`config.mk`:
```
export PLATFORM = sky130hd
export DESIGN_NAME = div_result_serializer
export DESIGN_NICKNAME = d
export VERILOG_FILES = /design/src/rtl/div_ser_pkg.sv /design/src/rtl/div_ser_bit_timer.sv /design/src/rtl/div_result_serializer.sv
export SDC_FILE = /design/constraint.sdc
export NUM_CORES = 1
export LEC_CHECK = 0
export ABC_AREA = 1
export CORE_ASPECT_RATIO = 0.8
export CORE_UTILIZATION = 45
export CTS_CLUSTER_SIZE = 16
export DETAILED_ROUTE_END_ITERATION = 10
export GPL_TIMING_DRIVEN = 0
export PLACE_DENSITY = 0.66
export SLEW_MARGIN = 5
export SYNTH_ARGS = -nofsm -noshare
export SYNTH_HDL_FRONTEND = slang
export SYNTH_SLANG_ARGS = --single-unit
```
`constraint.sdc`:
```
create_clock -name clk -period 2 [get_ports clk]
set_input_delay 0.5 -clock clk [delete_from_list [all_inputs] [get_ports clk]]
set_output_delay 0.5 -clock clk [all_outputs]
set_load 0.005 [all_outputs]
```
`src/rtl/div_ser_pkg.sv`:
```
// Shared types and frame constants for the divider-result UART serializer.
// DIV_SER_PARITY_EN selects the 8E1 frame (adds the PARITY state).
package div_ser_pkg;

    localparam int DATA_BITS = 8;
    localparam int STOP_BITS = 1;

`ifdef DIV_SER_PARITY_EN
    localparam int FRAME_BITS = 1 + DATA_BITS + 1 + STOP_BITS;

    typedef enum logic [2:0] {
        IDLE   = 3'd0,
        START  = 3'd1,
        DATA   = 3'd2,
        PARITY = 3'd3,
        STOP   = 3'd4
    } ser_state_t;
`else
    localparam int FRAME_BITS = 1 + DATA_BITS + STOP_BITS;

    typedef enum logic [2:0] {
        IDLE   = 3'd0,
        START  = 3'd1,
        DATA   = 3'd2,
        STOP   = 3'd4
    } ser_state_t;
`endif

endpackage

```
`src/rtl/div_ser_bit_timer.sv`:
```
// Per-bit cycle counter: counts 0..CLKS_PER_BIT-1 and flags the last cycle of each bit.
module div_ser_bit_timer #(
    parameter int CLKS_PER_BIT = 16
) (
    input  logic clk,
    input  logic rst_n,
    input  logic restart,
    output logic bit_done
);

    localparam int CNT_W = (CLKS_PER_BIT > 1) ? $clog2(CLKS_PER_BIT) : 1;
    localparam logic [CNT_W-1:0] LAST = CNT_W'(CLKS_PER_BIT - 1);

    logic [CNT_W-1:0] cnt;

    // Wrapping on bit_done is the reload for every bit/state change inside a frame.
    always_ff @(posedge clk or negedge rst_n) begin
        if (!rst_n) begin
            cnt <= '0;
        end else if (restart || bit_done) begin
            cnt <= '0;
        end else begin
            cnt <= cnt + CNT_W'(1);
        end
    end

    assign bit_done = (cnt == LAST);

endmodule

```
`src/rtl/div_result_serializer.sv`:
```
// Serializes packed divider results {quotient, remainder} as UART 8N1 frames,
// or 8E1 when DIV_SER_PARITY_EN is defined. One holding register allows back-to-back frames.
module div_result_serializer
    import div_ser_pkg::*;
#(
    parameter int CLKS_PER_BIT = 16
) (
    input  logic       clk,
    input  logic       rst_n,
    input  logic       res_valid,
    input  logic [7:0] res_data,
    output logic       res_ready,
    output logic       tx,
    output logic       busy
);

    localparam logic [2:0] LAST_BIT = 3'(DATA_BITS - 1);

    // Handshake: a byte is accepted on a rising edge where res_valid && res_ready;
    // res_ready is simply "holding register empty" and never depends on res_valid.
    ser_state_t           state;
    ser_state_t           state_next;
    logic [DATA_BITS-1:0] hold_data;
    logic                 hold_full;
    logic [DATA_BITS-1:0] shift;
    logic [2:0]           bit_idx;
    logic                 bit_done;
    logic                 restart;
    logic                 take;
    logic                 tx_next;
    logic                 accept;
`ifdef DIV_SER_PARITY_EN
    logic                 parity;
`endif

    assign res_ready = !hold_full;
    assign accept    = res_valid && res_ready;
    assign busy      = (state != IDLE) || hold_full;

    div_ser_bit_timer #(
        .CLKS_PER_BIT(CLKS_PER_BIT)
    ) u_bit_timer (
        .clk      (clk),
        .rst_n    (rst_n),
        .restart  (restart),
        .bit_done (bit_done)
    );

    always_ff @(posedge clk or negedge rst_n) begin
        if (!rst_n) begin
            state <= IDLE;
        end else begin
            state <= state_next;
        end
    end

    always_comb begin
        state_next = state;
        case (state)
            IDLE:  if (hold_full) state_next = START;
            START: if (bit_done) state_next = DATA;
            DATA: begin
                if (bit_done && (bit_idx == LAST_BIT)) begin
`ifdef DIV_SER_PARITY_EN
                    state_next = PARITY;
`else
                    state_next = STOP;
`endif
                end
            end
`ifdef DIV_SER_PARITY_EN
            PARITY: if (bit_done) state_next = STOP;
`endif
            STOP:  if (bit_done) state_next = hold_full ? START : IDLE;
            default: state_next = IDLE;
        endcase
    end

    always_comb begin
        restart = 1'b0;
        take    = 1'b0;
        tx_next = 1'b1;
        case (state)
            IDLE: begin
                restart = 1'b1;
                take    = hold_full;
            end
            START:  tx_next = 1'b0;
            DATA:   tx_next = shift[0];
`ifdef DIV_SER_PARITY_EN
            PARITY: tx_next = parity;
`endif
            STOP:   take = bit_done && hold_full;
            default: tx_next = 1'b1;
        endcase
    end

    // tx is registered so the line is glitch-free; it trails the state by one cycle.
    always_ff @(posedge clk or negedge rst_n) begin
        if (!rst_n) begin
            hold_data <= '0;
            hold_full <= 1'b0;
            shift     <= '0;
            bit_idx   <= '0;
            tx        <= 1'b1;
        end else begin
            if (accept) begin
                hold_data <= res_data;
            end
            hold_full <= accept || (hold_full && !take);
            if (take) begin
                shift   <= hold_data;
                bit_idx <= '0;
            end else if ((state == DATA) && bit_done) begin
                shift   <= {1'b0, shift[DATA_BITS-1:1]};
                bit_idx <= bit_idx + 3'd1;
            end
            tx <= tx_next;
        end
    end

`ifdef DIV_SER_PARITY_EN
    always_ff @(posedge clk or negedge rst_n) begin
        if (!rst_n) begin
            parity <= 1'b0;
        end else if (take) begin
            parity <= ^hold_data;
        end
    end
`endif

endmodule

```
==> out/qor.yml <==
status:
  outcome: "finished, final reports clean"
detailed_routing:
  postRouteAntennaNets: 0
  via_count: 1001
  viasPerCell: 4.883
  drc: 0
  drt_wl_total_microns: 2525
  drt-pass1-iter-count: 4
  initialDrtViolationCount: 36
  wl_per_cell_microns: 12.32
floorplanning:
  fp.dieH_microns: 50.49
  fp.coreArea_sq_um: 2765
  top_level_i_o_count: 14
  floorplan.rows: 17
  initial_utilization: 0.4783
  design.die.area_sq_um: 3161
  die_width_microns: 62.61
setup_path:
  crit_chain: "inv_2, clkdlybuf4s50_1"
  max_stage_delay_ns: 0.53
  worstSetupEndpointType: "output pin"
  critPathArrivalTime_ns: 1.41
  critical_path_class: "flop to output pin"
  setup.worst_path.start_class: "flop"
  worst_path_max_delay_cell: "sky130_fd_sc_hd__clkdlybuf4s50_1"
  crit_fanout: 4
  critPathRequiredTime_ns: 1.50
global_routing:
  antenna_violations_before_repair: 0
  number_of_global_route_vias_before_repair: 928
  grt_use_total: 0.1783
  grt_start_max_net_pins: 29
  grt_first_pass_wirelength_microns: 4174
  grt.overflow.total: 0
clock_network:
  clk-insertion-delay-late_ns: 0.34
  tritoncts_buffers: 3
  tritoncts: "yes"
  max_root_sink_buffers: 2
  number_of_hold_buffers_added_after_cts: 0
  clk_root_buffer_cell: "sky130_fd_sc_hd__clkbuf_4"
  htreeDepth: 1
  cts.reportedPaths.clkPinSlew_ns: 0.15
  clock_sink_count: 28
synth:
  yosysSeqAreaShare: 0.5307
  number_of_cells_produced_by_synthesis: 145
  yosysTopAreaCellShare: 0.5109
  register_bit_count_reported_by_yosys: 28
  syn_nets: 159
  netlist_area_sq_um: 1323
  yosys-top-cells-area: "sky130_fd_sc_hd__dfrtp_1 51%, sky130_fd_sc_hd__nand2_1 12%, sky130_fd_sc_hd__nand3_1 4.9%, sky130_fd_sc_hd__nor2_1 3.7%, sky130_fd_sc_hd__inv_1 3.4%"
  yosysWarningCount: 0
  synthDominantAreaCellType: "sky130_fd_sc_hd__dfrtp_1"
  synth.distinct_cells: 25
  syn-mean-instance-area_sq_um: 9.121
power_and_ir_drop:
  vdd_ir_drop_max_uv: 499.2
  p_leak_nw: 0.7831
  totalPowerFinal_mw: 1.030
  power_density_nw_per_um2: 651.7
place:
  detailed_place.area_sq_um: 1500
  post-place-cells: 196
  final_weighted_congestion_of_routability_driven_global_placement: 0.9173
  placement.io_buffers: 13
  detailed_place_hpwl_microns: 1740
  dpl_worst_slack_ns: 0.01350
timing:
  drv_slew: 0
  grt_setup_unrepaired: "no"
  relative_slew_slack: 0.5911
  max_freq_mhz: 523.4
  finalWorstPathRequiredPeriod_ns: 1.910
  finalHoldViolations: 0
  setup_violations: 0
  timing.final.crit_share: 0.9552
  fin_hold_ws_ns: 0.1507
  layout_setup_ws_ns: 0.08958
  final.setup_skew_ns: 0.01265
  setup_tns_ns: 0
  timing_worst_slew_pin_value_ns: 0.6133
cells_and_area:
  final_cells: 205
  fraction_of_final_layout_cells_sized_beyond_drive_strength_1: 0.1976
  fin_nets: 182
  fin_util: 0.5715
  layout_commonest_cell: "sky130_fd_sc_hd__nand2_1"
  most_used_cells_in_the_layout_excluding_fill_and_tap_cells: "42 x sky130_fd_sc_hd__nand2_1, 26 x sky130_fd_sc_hd__dfrtp_1, 12 x sky130_fd_sc_hd__nor2_1, 12 x sky130_fd_sc_hd__nand3_1"
  diodes_inserted: 0
  final_design_area_no_fill_sq_um: 1580
  area_growth_pct: 19.49
job:
  drv_cap: 0
worst_hold_path:
  hold_path_class: "input port to asynchronous set/reset pin"
==> worst paths after layout <==
kind,slack [ns],cells past startpoint,from,endpoint
worst max-delay path,0.09,2,hold_full$_DFF_PN0_,res_ready
worst min-delay path,0.15,1,rst_n,hold_data[7]$_DFFE_PN0P_
worst max register to register,0.46,10,state[0]$_DFFE_PN0P_,bit_idx[2]$_DFFE_PN0P_
worst min register to register,0.47,1,u_bit_timer.cnt[0]$_DFF_PN0_,u_bit_timer.cnt[0]$_DFF_PN0_
max in group asynchronous,1.41,1,rst_n,state[2]$_DFFE_PN0P_
min in group clk,0.47,1,u_bit_timer.cnt[0]$_DFF_PN0_,u_bit_timer.cnt[0]$_DFF_PN0_
==> timing repair <==
item                       4_1_cts  5_1_grt
gates resized for setup          2        3
buffers inserted                 3        2
pin swaps                        0        2
setup endpoints to repair        2        1
==> registers in the layout, indices dropped and copies added (netlist names) <==
register / cells
hold_full: 1
u_bit_timer.cnt: 4
hold_data: 8
tx: 1
shift: 8
state: 3
bit_idx: 3
==> cell families after synthesis <==
family | Yosys count | share of synthesized area
mux | 2 | 0.01703
simple gates | 82 | 0.3113
buf+inv | 15 | 0.04730
xor+xnor | 2 | 0.01325
flops | 28 | 0.5308
fa+ha+maj | 3 | 0.02839
compound gates | 13 | 0.05204
==> layout make-up <==
cell class                 count  area, sq um
buffer                         1        7.507
clock buffer                   4        36.28
fill                         252         1185
inverter                      14        55.05
multi-input combinational    102        565.5
sequential                    28        703.2
tap                           38        47.55
timing repair buffer          18        165.2
==> report_power, final <==
part	internal, mW	switching (mW)
registers	0.621	0.0216
logic	0.0505	0.0591
clock network	0.112	0.166
==> Yosys cell counts <==
master,n
sky130_fd_sc_hd__nand2_4,3
sky130_fd_sc_hd__nor2_4,1
sky130_fd_sc_hd__inv_4,1
sky130_fd_sc_hd__ha_1,3
sky130_fd_sc_hd__nand2_1,42
sky130_fd_sc_hd__nand2_2,4
sky130_fd_sc_hd__a21oi_1,7
sky130_fd_sc_hd__nand3_4,1
sky130_fd_sc_hd__mux2_2,2
sky130_fd_sc_hd__inv_2,1
sky130_fd_sc_hd__nor2_8,1
sky130_fd_sc_hd__nor2_1,13
sky130_fd_sc_hd__nand4_1,1
sky130_fd_sc_hd__o22ai_1,1
sky130_fd_sc_hd__nand3_2,2
sky130_fd_sc_hd__nand3_1,13
sky130_fd_sc_hd__xor2_1,1
sky130_fd_sc_hd__buf_4,1
sky130_fd_sc_hd__inv_1,12
sky130_fd_sc_hd__o21a_1,1
sky130_fd_sc_hd__xnor2_1,1
sky130_fd_sc_hd__dfrtp_1,27
sky130_fd_sc_hd__o21ai_0,4
sky130_fd_sc_hd__nor2_2,1
sky130_fd_sc_hd__dfstp_2,1
==> per-layer routing <==
layer	global-route usage	part of all wire	up-vias	wire, microns
met1	0.2493	0.49	472	1227
met3	0.02045	0.023	5	58
met5	0	0	-	0
met4	0.08140	0.017	0	42
li1	-	-	506	-
met2	0.2808	0.47	18	1196
==> critical path: cells and delay by family, from the launching register on <==
family   cells  cell delay [ns]
buf+inv      2             0.67
flops        1             0.42
(Power assumes the default switching activity.)
